### src/rtl/led_sequencer.sv
// LED pattern generator: four step patterns at STEP_DIV cycles/step, PWM brightness, registered LPORT.
// Latency: LPORT follows pat and brightness by one edge; no backpressure, en only freezes stepping.
module led_sequencer #(
   parameter int STEP_DIV = 1200000,
   parameter int PWM_BITS = 4
) (
   input  logic                clk,
   input  logic                rst,
   input  logic                en,
   input  logic [1:0]          mode,
   input  logic [PWM_BITS-1:0] brightness,
   output logic [7:0]          LPORT,
   output logic                step
);

   localparam int PW = $clog2(STEP_DIV);

   typedef enum logic {LEFT, RIGHT} dir_t;

   logic [7:0]          pat, pat_n;
   logic [PW-1:0]       presc, presc_n;
   dir_t                dir, dir_n;
   logic [1:0]          mode_q, mode_n;
   logic [PWM_BITS-1:0] pwm_cnt;
   logic                step_n;
   logic                tick;
   logic                pwm_on;
   logic [7:0]          lport_n;

   function automatic logic [7:0] init_pat(input logic [1:0] m);
      case (m)
         2'd0:    return 8'hAA;
         2'd1:    return 8'h01;
         2'd2:    return 8'h01;
         default: return 8'h00;
      endcase
   endfunction

   assign tick    = en && (presc == PW'(STEP_DIV - 1));
   assign pwm_on  = (&brightness) || (pwm_cnt < brightness);
   assign lport_n = pwm_on ? pat : 8'h00;

   always_ff @(posedge clk) begin
      if (rst) begin
         mode_q  <= mode;
         pat     <= init_pat(mode);
         presc   <= '0;
         dir     <= LEFT;
         pwm_cnt <= '0;
         LPORT   <= 8'h00;
         step    <= 1'b0;
      end else begin
         mode_q  <= mode_n;
         pat     <= pat_n;
         presc   <= presc_n;
         dir     <= dir_n;
         pwm_cnt <= pwm_cnt + 1'b1;
         LPORT   <= lport_n;
         step    <= step_n;
      end
   end

   always_comb begin
      mode_n  = mode_q;
      pat_n   = pat;
      presc_n = presc;
      dir_n   = dir;
      step_n  = 1'b0;
      // A mode switch restarts the step period and wins over a coincident tick
      if (mode != mode_q) begin
         mode_n  = mode;
         pat_n   = init_pat(mode);
         presc_n = '0;
         dir_n   = LEFT;
      end else if (en) begin
         presc_n = tick ? '0 : presc + 1'b1;
         if (tick) begin
            step_n = 1'b1;
            case (mode_q)
               2'd0: pat_n = 8'hAA;
               2'd1: pat_n = {pat[6:0], pat[7]};
               2'd2: begin
                  if (dir == LEFT) begin
                     pat_n = {pat[6:0], 1'b0};
                     if (pat_n == 8'h80) dir_n = RIGHT;
                  end else begin
                     pat_n = {1'b0, pat[7:1]};
                     if (pat_n == 8'h01) dir_n = LEFT;
                  end
               end
               default: pat_n = pat + 8'd1;
            endcase
         end
      end
   end

endmodule

### config.mk
export PLATFORM = sky130hd
export DESIGN_NAME = led_sequencer
export DESIGN_NICKNAME = d
export VERILOG_FILES = /design/src/rtl/led_sequencer.sv
export SDC_FILE = /design/constraint.sdc
export NUM_CORES = 1
export LEC_CHECK = 0
export BUFFER_PORTS_ARGS = -buffer_cell sky130_fd_sc_hd__buf_2
export CORE_ASPECT_RATIO = 1.25
export CORE_MARGIN = 2
export CORE_UTILIZATION = 35
export DETAILED_ROUTE_END_ITERATION = 8
export PLACE_DENSITY_LB_ADDON = 0.15
export SYNTH_ARGS = -nofsm -noshare
export SYNTH_HDL_FRONTEND = slang
export SYNTH_SLANG_ARGS = --single-unit
### constraint.sdc
create_clock -name clk -period 1.8 [get_ports clk]
set_input_delay 0.27 -clock clk [delete_from_list [all_inputs] [get_ports clk]]
set_output_delay 0.27 -clock clk [all_outputs]
set_load 0.1 [all_outputs]
==> results.txt, run 1 <==
After the last flow step, the layout net total stands at 330. The element type at the critical path start is a flip-flop. The number of max-capacitance violations reported came out at 0. The sum of overflow across all layers after global routing came out at 0. The initial antenna violation count was 0. The overall die area came out at 7232 µm². After technology mapping, the gate count stands at 271. The final clock period utilization by the worst path is 1.018.

The worst clock skew is 3.840 ps. The largest fanout of any net on the critical path is 4. The count of unresolved DRC violations after routing is 0. The x dimension of the die is 76.46 µm.

The final worst slack is -32.59 ps. The number of synthesized flops with an enable pin is 10. Data on the critical path is required at its endpoint by 2040 ps.

In this run the most critical hold path is launched from mode[1]. The critical path is of the reg2reg type. The setup fix buffers added after clock tree synthesis is 0. Setup repair after global routing could not meet its margin everywhere.

The register area is 1002 µm². The synthesized net count came out at 288. In this run the cell area measured after placement is 2696 µm². The basic-gate share of the synthesized area counting and, or, nand and nor cells came out at 0.2614. For this run, the slowest stage of the critical path takes 520 ps. By count the netlist is led by 35 x sky130_fd_sc_hd__dfxtp_1, 33 x sky130_fd_sc_hd__nor2_1, 29 x sky130_fd_sc_hd__nand3_1. The final number of hold-violating endpoints is 0. The number of global-route vias before repair is 1933. The multi-input combinational cell area is 1192 µm². The run finished, with violations left. The final reports fail on setup timing. The synthesized-area fraction occupied by ao, oa, aoi and oai cells came out at 0.09150. For this block, the routed nets add up to 5021 µm of wire. The cell at the slowest stage of the critical path is sky130_fd_sc_hd__or4b_4. Row generation in the floorplan step produced 33 rows. The final-layout setup total negative slack came out at -96.55 ps. Sorting the synthesized cells by area gives the leading types as sky130_fd_sc_hd__dfxtp_1 31%, sky130_fd_sc_hd__edfxtp_1 13%, sky130_fd_sc_hd__xnor2_1 6.9%, sky130_fd_sc_hd__nand3_1 6.3%, sky130_fd_sc_hd__nor2_1 5.4%. From synthesis to final layout, the design area changed by 22.22%. The insertion delay of the later-clocked pin in the worst-skew pair is 300 ps. Entering global routing, the biggest net connects 16 pins.

The multiplexer share of the synthesized area came out at 0. The number of antenna diodes in the final layout is 0. The final HPWL from detailed placement came out at 3718 µm.

The number of clock buffers inserted by TritonCTS came out at 5. Measured along the y axis, the die boundary spans 94.58 µm. After detailed routing, the met2 layer carries 2709 µm of wire. The TritonCTS sink count came out at 45. The reg-to-reg startpoint is presc[13]$_SDFFE_PP0P_.

Tracing the worst setup path back leads to its startpoint at presc[13]$_SDFFE_PP0P_. The area fraction of the dominant cell type after synthesis came out at 0.3050. The maximum vdd ir drop came out at 378.1 µV. Traced cell by cell, the critical path runs through or4b_4, or4_4, or3_1, a21oi_1. The routed layout has 1955 vias. The xor and xnor fraction of the mapped netlist area came out at 0.1144. The initial cell density of the core came out at 0.3566. The total standard cell area after synthesis is 2297 µm². The detailed-routing iteration count for the pre-antenna-repair pass came out at 7. The routability-driven placement congestion ratio is 0.7513. The total area inside the core boundary comes to 6441 µm². The count of state elements after synthesis is 45. Once detail routing completed, the nets flagged for antenna violations numbered 0. The first global-routing pass estimated 8880 µm of wire.

The transition time of the tightest slew-check pin is 493.7 ps. The final instance area came out at 2808 µm². Dividing the detail-routed via count by the number of cells gives 4.875. Clock-pin slew was measured on the worst setup and hold paths at 80 ps. Dividing the detail-routed wire length by the instance count gives 12.52 µm.

The count of yosys warnings during synthesis is 0. The signal arrival time at the worst endpoint came out at 2070 ps. The share of synthesized registers carrying an async set or reset came out at 0. The average instance in the mapped netlist occupies 8.477 µm². STA classifies the critical path endpoint as a flip-flop. The largest total area in the synthesized netlist belongs to sky130_fd_sc_hd__dfxtp_1. Including well taps, the total number of placed cells is 393. In this run the count of I/O pins placed on the die edge is 18.

The power per cell area came out at 815.9 nW/µm². After synthesis, the largest family of logic cells by area is simple AND/OR/NAND/NOR gates. The commonest register cell after synthesis is sky130_fd_sc_hd__dfxtp_1. Signal routing reaches up to met4. The total setup violations reported at the end of the flow came out at 16.

The detailed-routing wirelength on met1 came out at 2036 µm. The number of distinct standard cells referenced by the synthesized netlist is 38. The tree is rooted in a sky130_fd_sc_hd__clkbuf_8.

TritonCTS built the clock tree. The clock period minus final worst setup slack is 1833 ps. The adder and majority cell fraction of the synthesized area came out at 0.04357.

Once layout is complete, the cells apart from fillers number 401. In the global route stage, overall resource usage came out at 0.1541. The worst slew slack as a fraction of its limit is 0.6696. sky130_fd_sc_hd__dfxtp_1 is the most common cell in the netlist. The number of H-tree levels came out at 2. The final-report max-slew violation count came to 0. The post-synthesis sequential area ratio is 0.4357.

In the detailed route, the total length drawn on met3 is 186 µm. For this run, the top clock speed supported by timing is 0.5457 GHz. The fraction of layout instances using a drive strength above 1 is 0.2134. The standby leakage power is 0.001069 µW. The clock passes through at most 2 buffers. Counting the fill cells in the layout gives 670. The tightest min-delay check is of the in2reg type. The number of I/O port buffers came out at 17. The violation count after the first detailed-routing iteration came out at 121.
==> through the flow <==
stage	utilization	setup slack, ps	hold WS (ps)	total power [µW]
detailed placement	0.4186	-105.5	432.2	1607
CTS	0.4359	-52.92	174.8	2327
floorplan	-	-19.58	341.6	1484
global route	0.4359	-82.08	167.4	2429
global placement	0.4186	-72.15	432.5	1606
finish	0.4359	-32.59	187.0	2291
==> per-layer routing <==
metal	track usage	vias to the layer above
li1	-	1014
met1	0.1626	897
met2	0.2957	37
met3	0.03250	7
met4	0.06667	0
met5	0	-
==> layout make-up <==
| cell class | count | area share |
|---|---|---|
| multi-input cells | 196 | 0.4247 |
| clock buffers | 7 | 0.03476 |
| flip-flops and latches | 45 | 0.3570 |
| well taps | 87 | 0.03877 |
| repair buffers | 50 | 0.1230 |
| inverters | 15 | 0.02005 |
| clock inverters | 1 | 0.001783 |
==> cell usage in the layout, fill, tap and decap left out, types with 12 or more instances in the layout <==
cell / netlist / routed
sky130_fd_sc_hd__buf_2: 2 / 17
sky130_fd_sc_hd__buf_4: 0 / 32
sky130_fd_sc_hd__dfxtp_1: 35 / 34
sky130_fd_sc_hd__inv_1: 15 / 15
sky130_fd_sc_hd__nand2_1: 25 / 24
sky130_fd_sc_hd__nand3_1: 29 / 29
sky130_fd_sc_hd__nor2_1: 33 / 33
sky130_fd_sc_hd__o21ai_0: 13 / 12
sky130_fd_sc_hd__xnor2_1: 18 / 18
sky130_fd_sc_hd__xor2_1: 12 / 12
==> power by group <==
group / internal (µW) / switching (µW) / total [µW]
Combinational: 140 / 294 / 434
Sequential: 1090 / 59.7 / 1150
Clock: 357 / 348 / 705
==> timing repair <==
action | in CTS | in global routing
gates resized for setup | 2 | 1
setup endpoints to repair | 29 | 30
hold buffers | 0 | 0
==> state kept, by name (all words and copies together) (netlist names) <==
register / cells
dir: 1
step: 1
pat: 8
pwm_cnt: 4
presc: 21
LPORT: 8
mode_q: 2
==> cell families (layout without fill, tap and decap cells) <==
| group | Yosys count | after routing |
|---|---|---|
| AOI/OAI and AO/OA | 36 | 36 |
| xor gates and xnor gates | 30 | 30 |
| adders and majority gates | 8 | 8 |
| buffers and inverters | 30 | 73 |
| DFF | 45 | 45 |
| and+or+nand+nor | 122 | 122 |
==> critical path, delay by kind of cell (launching register included) <==
family	cells	cell delay, ps
flops	1	330
simple gates	3	1300
compound gates	1	140
==> path summary, 6_finish.rpt <==
path	to	slack, ps	depth (start not counted)
min reg2reg	pwm_cnt[0]$_SDFF_PP0_	450	1
max reg2reg	dir$_SDFFE_PP0P_	-30	4
min	mode_q[1]$_DFFE_PP_	190	1
max	dir$_SDFFE_PP0P_	-30	4
(Power assumes the default switching activity.)
==> run 2, diff against run 1 <==
--- a/config.mk
+++ b/config.mk
@@ -11,6 +11,7 @@
 export CORE_UTILIZATION = 35
 export DETAILED_ROUTE_END_ITERATION = 8
 export PLACE_DENSITY_LB_ADDON = 0.15
+export RECOVER_POWER = 100
 export SYNTH_ARGS = -nofsm -noshare
 export SYNTH_HDL_FRONTEND = slang
 export SYNTH_SLANG_ARGS = --single-unit
==> run 2 against run 1 <==
Against the previous run: the run still ends with setup timing left; register-to-register slack hardly changed; global-route usage stayed put; worst hold slack better by 46 ps; cell count stayed put; first-iteration DRC count is 11% lower; clock power is 0.7% lower; maximum frequency hardly changed; clock skew is 1.3 ps higher; core utilization is 0.21 points lower; largest power group unchanged.
==> results.txt, run 2 (synthesis results as in run 1) <==
The cell class contributing the biggest share of worst-path delay was simple AND/OR/NAND/NOR gates (unchanged). The end-of-flow core utilization came out at 0.4338 (was 0.4359). The critical path buffer and inverter count is 0 (unchanged). The fraction of layout instances using a drive strength above 1 is 0.1975 (was 0.2134). The initial antenna violation count came out at 0 (unchanged). The final clock period utilization by the worst path came out at 1.017 (was 1.018). The area of the core is 6441 µm² (unchanged). The setup fix buffers added after clock tree synthesis is 0 (unchanged). The TritonCTS sink count came out at 45 (unchanged).

The number of antenna cells inserted is 0 (unchanged). The boundary pin count is 18 (unchanged). The count of nets left with antenna violations after detail routing came out at 0 (unchanged). The sum of overflow across all layers after global routing was 0 (unchanged). The type of the worst setup path was reg2reg (unchanged). The clock tree from TritonCTS is done (unchanged). The overall die area came out at 7232 µm² (unchanged). The count of standard-cell rows is 33 (unchanged). The total number of vias came to 1952 (was 1955).

The clock period minus final worst setup slack came to 1831 ps (was 1833 ps). The number of I/O port buffers is 17 (unchanged). The pin count of the biggest net entering global routing came out at 16 (unchanged). Failing checks: setup timing (unchanged). The worst clock skew came to 5.164 ps (was 3.840 ps). The number of H-tree levels came out at 2 (unchanged). CP Cell Sequence: or4b_4, or4_4, or3_1, a21oi_1 (unchanged). The area after detailed placement came out at 2696 µm² (unchanged). The flip-flop count of the largest register, all copies and words added is 21 (unchanged). The final number of hold-violating endpoints was 0 (unchanged). The register ranked first by flip-flop count was presc (unchanged). The detailed-routing iteration count for the pre-antenna-repair pass came out at 6 (was 7).

The initial cell density of the core was 0.3566 (unchanged). The element type at the critical path end is a flip-flop (unchanged). The largest fanout of any net on the critical path was 4 (unchanged). The signal arrival time at the worst endpoint came out at 2070 ps (about the same). The standby leakage power was 0.001046 µW (was 0.001069 µW).

The element type at the critical path start is a flip-flop (unchanged). The area added between synthesis and finish came to 21.62% (was 22.22%). The post-detailed-route wirelength per cell came out at 12.57 µm (was 12.52 µm). The x dimension of the die is 76.46 µm (unchanged).

The worst hold slack is 233.4 ps (was 187.0 ps). The number of global-route vias before repair was 1933 (unchanged). The maximum single-stage delay on the critical path is 520 ps (about the same). The routability-driven placement congestion ratio is 0.7513 (unchanged). The vertical die dimension is 94.58 µm (unchanged). The global-route wire length before repair came out at 8880 µm (unchanged). The overall routed net length is 5042 µm (was 5021 µm). The maximum clock rate is 0.5462 GHz (was 0.5457 GHz).

The worst slew slack as a fraction of its limit is 0.6410 (was 0.6696). The worst path required time is 2030 ps (was 2040 ps). The final HPWL from detailed placement was 3718 µm (unchanged).

The total setup violations reported at the end of the flow is 17 (was 16). The maximum vdd ir drop came to 375.4 µV (was 378.1 µV). The number of clock buffers inserted by TritonCTS came out at 5 (unchanged). The worst-case setup slack after placement came to -105.5 ps (unchanged). The final-report max-slew violation count is 0 (unchanged). The count of unresolved DRC violations after routing came to 0 (unchanged). The net total in the final layout is 330 (unchanged).

The final worst slack was -30.95 ps (was -32.59 ps). The buffer cell driving the clock tree root is sky130_fd_sc_hd__clkbuf_8 (unchanged). The insertion delay of the later-clocked pin in the worst-skew pair is 300 ps (about the same). The number of max-capacitance violations reported came out at 0 (unchanged). The final instance area is 2794 µm² (was 2808 µm²). The violation count after the first detailed-routing iteration came out at 108 (was 121). Largest registers: presc: 21 flops, LPORT: 8 flops, pat: 8 flops (unchanged). The power per cell area is 816.4 nW/µm² (was 815.9 nW/µm²). The classification of the worst-slack hold path is in2reg (unchanged). The cell at the slowest stage of the critical path was sky130_fd_sc_hd__or4b_4 (unchanged).

Run status: finished with violations (unchanged). The via density per instance was 4.868 (was 4.875). The post-CTS clock slew at the launch and capture registers of the worst setup and hold paths is 90 ps (was 80 ps). The most common library cell in the layout ignoring fill and taps was sky130_fd_sc_hd__dfxtp_1 (unchanged). RSZ-0062 raised after global routing: true (unchanged).

The transition time of the tightest slew-check pin is 540.9 ps (was 493.7 ps). The buffer depth of the longest clock path is 2 (unchanged). The overall routing resource usage was 0.1541 (unchanged).

Leading cell types in the layout, fill and taps excluded: 34 x sky130_fd_sc_hd__dfxtp_1, 33 x sky130_fd_sc_hd__nor2_1, 29 x sky130_fd_sc_hd__nand3_1, 29 x sky130_fd_sc_hd__buf_4, 24 x sky130_fd_sc_hd__nand2_1 (was 34 x sky130_fd_sc_hd__dfxtp_1, 33 x sky130_fd_sc_hd__nor2_1, 32 x sky130_fd_sc_hd__buf_4).
==> run 2: layout make-up <==
class / instances / area, µm²
fillers: 672 / 3647
flip-flops and latches: 45 / 1002
repair buffers: 50 / 331.6
inverters: 15 / 56.30
clock buffers: 7 / 97.59
clock inverters: 1 / 5.005
multi-input cells: 196 / 1192
well taps: 87 / 108.9
==> run 2: final timing paths <==
| path | startpoint | endpoint | slack, ps | cells past startpoint |
|---|---|---|---|---|
| max | presc[13]$_SDFFE_PP0P_ | dir$_SDFFE_PP0P_ | -30 | 4 |
| min | rst | pwm_cnt[2]$_SDFF_PP0_ | 230 | 2 |
| max reg2reg | presc[13]$_SDFFE_PP0P_ | dir$_SDFFE_PP0P_ | -30 | 4 |
| min reg2reg | pwm_cnt[0]$_SDFF_PP0_ | pwm_cnt[0]$_SDFF_PP0_ | 450 | 1 |
==> run 2: worst reg2reg max path: cells and delay by family, from the launching register on <==
family             cells  cell delay [ps]
AOI/OAI and AO/OA      1              140
DFF                    1              330
and+or+nand+nor        3             1300
==> run 2: through the flow <==
step	instances	TNS (ps)	power (µW)
floorplan	271	-156.6	1484
global placement	393	-1544	1606
detailed placement	393	-2329	1607
CTS	401	-532.9	2327
global route	401	-1621	2424
finish	401	-101.4	2281
==> run 2: layer usage <==
metal | global-route usage | part of all wire | vias to the layer above
met5 | 0 | 0 | -
met4 | 0.06667 | 0.013 | 0
met3 | 0.03250 | 0.032 | 4
met2 | 0.2957 | 0.54 | 37
met1 | 0.1626 | 0.41 | 899
li1 | - | - | 1012
==> run 2: repair_timing <==
action	CTS	global route
gates resized for setup	2	1
hold buffers	0	0
setup endpoints to repair	29	30
==> run 2: where the power goes <==
part / switching (µW) / internal, µW / leakage (µW)
combinational: 293 / 134 / 0.000598
sequential: 60.3 / 1090 / 0.000395
clock: 344 / 357 / 0.0000534
total: 698 / 1580 / 0.00105
